--- config.mk ---
export PLATFORM = sky130hd
export DESIGN_NAME = sprite_pipe_mapper
export DESIGN_NICKNAME = d
export VERILOG_FILES = /design/src/rtl/sprite_pipe_mapper.sv
export SDC_FILE = /design/constraint.sdc
export NUM_CORES = 1
export LEC_CHECK = 0
export ABC_AREA = 1
export BUFFER_PORTS_ARGS = -buffer_cell sky130_fd_sc_hd__buf_2
export CAP_MARGIN = 5
export CORE_MARGIN = 1
export CORE_UTILIZATION = 60
export CTS_CLUSTER_DIAMETER = 80
export DETAILED_ROUTE_END_ITERATION = 7
export GPL_ROUTABILITY_DRIVEN = 0
export MAX_ROUTING_LAYER = met4
export PLACE_DENSITY = 0.83
export SKIP_CTS_REPAIR_TIMING = 1
export SKIP_LAST_GASP = 1
export SYNTH_ARGS = -nofsm -noshare
export SYNTH_HDL_FRONTEND = slang
export SYNTH_SLANG_ARGS = --single-unit
--- constraint.sdc ---
create_clock -name clk -period 5.3 [get_ports clk]
set_input_delay 1.59 -clock clk [delete_from_list [all_inputs] [get_ports clk]]
set_output_delay 1.59 -clock clk [all_outputs]
set_load 0.02 [all_outputs]
--- src/rtl/sprite_pipe_mapper.sv ---
// Pipelined per-player sprite renderer: maps hcount/vcount to a shared multi-frame BRAM address
// and realigns the returned pixel. Optional hit-flash overlay enabled by macro SPRITE_FLASH_EN.
module sprite_pipe_mapper #(
  parameter int unsigned SPR_W        = 126,
  parameter int unsigned SPR_H        = 126,
  parameter int unsigned NUM_FRAMES   = 36,
  parameter int unsigned FRAME_BITS   = 6,
  parameter int unsigned ADDR_W       = 20,
  parameter int unsigned ROM_LAT      = 1,
  parameter logic [11:0] KEY_RGB      = 12'h000,
  parameter logic [11:0] FLASH_RGB    = 12'hFFF,
  parameter int unsigned FLASH_FRAMES = 16
) (
  input  logic                  clk,
  input  logic                  rst_n,
  input  logic [9:0]            hcount,
  input  logic [9:0]            vcount,
  input  logic                  frame_strobe,
  input  logic [9:0]            pos_x,
  input  logic [9:0]            pos_y,
  input  logic                  facing_right,
  input  logic [FRAME_BITS-1:0] frame_idx,
  input  logic                  hit_pulse,
  output logic [ADDR_W-1:0]     rom_addr,
  input  logic [11:0]           rom_data,
  output logic                  sprite_on,
  output logic [11:0]           sprite_rgb
);

  localparam int unsigned FRAME_SZ = SPR_W * SPR_H;
  localparam int unsigned DLY      = ROM_LAT + 1;

  logic [9:0]            px_r, py_r;
  logic                  facing_r;
  logic [FRAME_BITS-1:0] fidx_r;
  logic                  armed_r;
  logic [FRAME_BITS-1:0] fidx_sel_s;

  logic                  inside_s;
  logic [9:0]            row_s, col_s, diff_h_s;
  logic                  inside_s0_r;
  logic [9:0]            row_r, col_r;
  logic [FRAME_BITS-1:0] fidx_s0_r;
  logic [ADDR_W-1:0]     addr_s;
  logic [DLY-1:0]        inside_sr_r;

  logic                  flash_s;
  logic                  on_s;
  logic [11:0]           rgb_s;

  // Out-of-range frame numbers fall back to frame 0
  always_comb begin
    fidx_sel_s = frame_idx;
    if (32'(frame_idx) >= NUM_FRAMES) begin
      fidx_sel_s = {FRAME_BITS{1'b0}};
    end else begin
      fidx_sel_s = frame_idx;
    end
  end

  // Shadow pose: captured only at frame_strobe so a sprite never tears mid-scan
  always_ff @(posedge clk or negedge rst_n) begin
    if (!rst_n) begin
      px_r     <= 10'd0;
      py_r     <= 10'd0;
      facing_r <= 1'b0;
      fidx_r   <= {FRAME_BITS{1'b0}};
      armed_r  <= 1'b0;
    end else if (frame_strobe) begin
      px_r     <= pos_x;
      py_r     <= pos_y;
      facing_r <= facing_right;
      fidx_r   <= fidx_sel_s;
      armed_r  <= 1'b1;
    end else begin
      px_r     <= px_r;
      py_r     <= py_r;
      facing_r <= facing_r;
      fidx_r   <= fidx_r;
      armed_r  <= armed_r;
    end
  end

  // Bounding-box test in 11 bits so a sprite past column/row 1023 clips instead of wrapping
  always_comb begin
    inside_s = ({1'b0, hcount} >= {1'b0, px_r}) &&
               ({1'b0, hcount} <  ({1'b0, px_r} + 11'(SPR_W))) &&
               ({1'b0, vcount} >= {1'b0, py_r}) &&
               ({1'b0, vcount} <  ({1'b0, py_r} + 11'(SPR_H)));
    diff_h_s = hcount - px_r;
    row_s    = vcount - py_r;
    if (facing_r) begin
      col_s = diff_h_s;
    end else begin
      col_s = 10'(SPR_W - 1) - diff_h_s;
    end
  end

  // Stage S0: register hit test, sprite-local coordinates and the frame they belong to
  always_ff @(posedge clk or negedge rst_n) begin
    if (!rst_n) begin
      inside_s0_r <= 1'b0;
      row_r       <= 10'd0;
      col_r       <= 10'd0;
      fidx_s0_r   <= {FRAME_BITS{1'b0}};
    end else begin
      inside_s0_r <= inside_s;
      row_r       <= row_s;
      col_r       <= col_s;
      fidx_s0_r   <= fidx_r;
    end
  end

  // Linear address into the back-to-back frame store
  always_comb begin
    addr_s = ADDR_W'(fidx_s0_r) * ADDR_W'(FRAME_SZ) +
             ADDR_W'(row_r) * ADDR_W'(SPR_W) + ADDR_W'(col_r);
  end

  // Stage S1: address register holds its last value outside the sprite
  always_ff @(posedge clk or negedge rst_n) begin
    if (!rst_n) begin
      rom_addr <= {ADDR_W{1'b0}};
    end else if (inside_s0_r) begin
      rom_addr <= addr_s;
    end else begin
      rom_addr <= rom_addr;
    end
  end

  // Delay the hit flag so it lines up with the BRAM data return
  always_ff @(posedge clk or negedge rst_n) begin
    if (!rst_n) begin
      inside_sr_r <= {DLY{1'b0}};
    end else begin
      inside_sr_r <= {inside_sr_r[DLY-2:0], inside_s0_r};
    end
  end

`ifdef SPRITE_FLASH_EN
  localparam int unsigned FC_W = ($clog2(FLASH_FRAMES + 1) < 2) ? 2 : $clog2(FLASH_FRAMES + 1);
  logic [FC_W-1:0] flash_cnt_r;

  // Hit-flash countdown in video frames; a new hit always reloads
  always_ff @(posedge clk or negedge rst_n) begin
    if (!rst_n) begin
      flash_cnt_r <= {FC_W{1'b0}};
    end else if (hit_pulse) begin
      flash_cnt_r <= FC_W'(FLASH_FRAMES);
    end else if (frame_strobe && (flash_cnt_r != {FC_W{1'b0}})) begin
      flash_cnt_r <= flash_cnt_r - {{(FC_W-1){1'b0}}, 1'b1};
    end else begin
      flash_cnt_r <= flash_cnt_r;
    end
  end

  assign flash_s = (flash_cnt_r != {FC_W{1'b0}}) && flash_cnt_r[1];
`else
  logic flash_unused_s;
  assign flash_unused_s = hit_pulse | (FLASH_FRAMES == 32'd0);
  assign flash_s        = 1'b0;
`endif

  // Output colour select: transparent key, flash overlay, or BRAM pixel
  always_comb begin
    on_s  = inside_sr_r[DLY-1] && armed_r && (rom_data != KEY_RGB);
    rgb_s = 12'h000;
    if (on_s) begin
      if (flash_s) begin
        rgb_s = FLASH_RGB;
      end else begin
        rgb_s = rom_data;
      end
    end else begin
      rgb_s = 12'h000;
    end
  end

  // Registered outputs
  always_ff @(posedge clk or negedge rst_n) begin
    if (!rst_n) begin
      sprite_on  <= 1'b0;
      sprite_rgb <= 12'h000;
    end else begin
      sprite_on  <= on_s;
      sprite_rgb <= rgb_s;
    end
  end

endmodule

==> flow_metrics.tcl <==
set metrics [dict create \
    status "completed" \
    slew_headroom_pct 49.2 \
    holdPathStages 0 \
    final_nets 1353 \
    grt_pass1_wl_microns 29700 \
    grt_use_met2_pct 44.4 \
    routedWlPerCell_microns 13.2 \
    setup_viol 0 \
    fin_area_sq_um 9240 \
    drv_cap 0 \
    core_area_sq_um 13300 \
    multi_input_area_sq_um 5190 \
    netlist_area_sq_um 8190 \
    port_buffers 94 \
    timing.fmax_ghz 0.199 \
    min_period_ps 5040 \
    ys_seq_elements 90 \
    antenna_cells 0 \
    ys_types 39 \
    use_met3_pct 2.44 \
    antenna_found_initial 0 \
    drc 0 \
    syn-num-nets 1254 \
    grt_max_degree 63 \
    cts_tree "yes" \
    clockBufferDepth 2 \
    startpoint_type "flop" \
    worstPathRequired_ps 5550 \
    clkSinkCount 90 \
    final_cell_mix "226 x nand2_1, 198 x inv_1, 106 x ha_1" \
    syn_avg_cell_area_sq_um 7.91 \
    place.detailed.hpwl_microns 14100 \
    io_pins 96 \
    rsz0062_at_grt "true" \
    drtPass1Iterations 7 \
    vias_per_cell 5.25 \
    synth_cells 1036 \
    drt_first_iter_violations 436 \
    fin_skew_ps 12.5 \
    clock_latency_ps 360 \
    htree_levels 3 \
    cp.arrival_ps 5280 \
    gr-max-usage-layer "met2" \
    hold_violations 0 \
    use_met1_pct 35.4 \
    drive_gt1_share_pct 13.5 \
    dieArea_sq_um 14100 \
    cts_made_buffers 9 \
    register_area_sq_um 2250 \
    grtUsageTotal_pct 27.0 \
    first_global_vias 6727 \
    cp-end-kind "flop" \
    rows 42 \
    finalMaxSlewViolations 0 \
    vias 6913 \
    ff2ff_path_depth 24 \
    crit_type "reg -> reg" \
    tightest_slew_ps 762 \
    cts_root_buf "clkbuf_16" \
    num-fill-cells 1046 \
    path_clk_slew_ps 80 \
    yosys_warnings 0 \
    hp-class "reg -> reg" \
    layout_commonest_cell "nand2_1" \
    yosysSeqAreaShare_pct 27.5 \
    post-route-period-util_pct 95.0 \
    path_max_fanout 5 \
    postPlaceCellArea_sq_um 8850 \
    start_util_pct 61.6 \
    syn2layout_area_growth_pct 12.7 \
    gr-total-overflow 0 \
    wirelength_microns 17300 \
    ant_nets 0 \
    die_h_microns 119 \
    die_w_microns 119 \
]
[synth_stat cells, drive strengths merged]
| cell | number | area [sq um] |
|---|---|---|
| a21boi | 1 | 7.51 |
| a21o | 5 | 37.5 |
| a21oi | 51 | 263 |
| a221oi | 1 | 8.76 |
| a31oi | 6 | 37.5 |
| buf | 4 | 21.3 |
| clkbuf | 7 | 26.3 |
| dfrtp | 90 | 2250 |
| fa | 45 | 901 |
| ha | 110 | 1380 |
| inv | 199 | 747 |
| nand2 | 234 | 893 |
| nand2b | 1 | 6.26 |
| nand3 | 66 | 350 |
| nand3b | 6 | 48.8 |
| nand4 | 11 | 68.8 |
| nor2 | 76 | 305 |
| nor3 | 9 | 45.0 |
| nor3b | 1 | 7.51 |
| o2111ai | 1 | 8.76 |
| o21a | 1 | 7.51 |
| o21ai | 47 | 239 |
| o21bai | 7 | 52.6 |
| o31ai | 1 | 7.51 |
| or2 | 6 | 37.5 |
| xnor2 | 18 | 158 |
| xor2 | 32 | 280 |
[sequential cells by signal, summed over array words and instances (netlist names)]
signal / cells
rom_addr: 20
sprite_rgb: 12
col_r: 10
px_r: 10
py_r: 10
row_r: 10
fidx_r: 6
fidx_s0_r: 6
inside_sr_r: 2
armed_r: 1
facing_r: 1
inside_s0_r: 1
sprite_on: 1
[layer usage]
| layer | share of wire, % | vias up | wire, microns |
|---|---|---|---|
| li1 | - | 3468 | - |
| met1 | 46 | 3236 | 7960 |
| met2 | 48 | 193 | 8240 |
| met3 | 4.6 | 16 | 803 |
| met4 | 1.8 | 0 | 312 |
| met5 | 0 | - | 0 |
[worst max-delay path, stage by stage (launching register included)]
cell and delay, ps:
dfrtp_1 400, buf_4 140, fa_1 490, fa_1 530, inv_1 60, fa_1 530, inv_1 40, ha_1 360
a21oi_2 140, nand2_1 120, a21oi_1 150, nor2_1 50, nor2_1 110, xor2_1 190, inv_1 60, ha_1 280
ha_1 360, nand2_1 90, nand2_1 70, inv_1 60, o21bai_1 80, nand3b_1 180, or2_2 280, nand3_1 90
nand2_1 60
[per-stage QoR]
stage	setup slack, ps	utilization, %	instances	hold WS [ps]	setup TNS, ps
2_1_floorplan	471	-	1036	331	0
4_1_cts	30.7	68.9	1312	377	0
3_5_place_dp	87.2	66.5	1296	340	0
3_3_place_gp	136	66.5	1296	358	0
6_report	264	69.5	1316	375	0
5_1_grt	-26.6	69.5	1316	384	-95.6
[worst paths after layout]
kind                                     start        endpoint  slack, ps
worst max-delay path                  row_r[3]    rom_addr[13]        260
worst min-delay path            inside_sr_r[0]  inside_sr_r[1]        370
worst max register to register        row_r[3]    rom_addr[13]        260
worst min register to register  inside_sr_r[0]  inside_sr_r[1]        370
max in group asynchronous                rst_n         py_r[5]       3140
min in group asynchronous                rst_n    rom_addr[15]       1290
[cell type report]
| cell class | count | area share (%) |
|---|---|---|
| Inverter | 199 | 8.09 |
| Sequential cell | 90 | 24.4 |
| Timing Repair Buffer | 99 | 5.53 |
| Tap cell | 176 | 2.38 |
| Clock buffer | 9 | 2.44 |
| Clock inverter | 7 | 0.935 |
| Multi-Input combinational cell | 736 | 56.2 |
[cells by family (layout without fill, tap and decap cells)]
kind of cell / count (synthesis) / count (layout) / synth area share (%)
compound gates: 121 / 121 / 8.17
xor+xnor: 50 / 50 / 5.34
fa+ha+maj: 155 / 155 / 27.8
buf+inv: 210 / 314 / 9.70
flops: 90 / 90 / 27.5
simple gates: 410 / 410 / 21.5
Power is not shown: default switching activity piles up to over one toggle a cycle in this logic, so the estimate is an artifact.
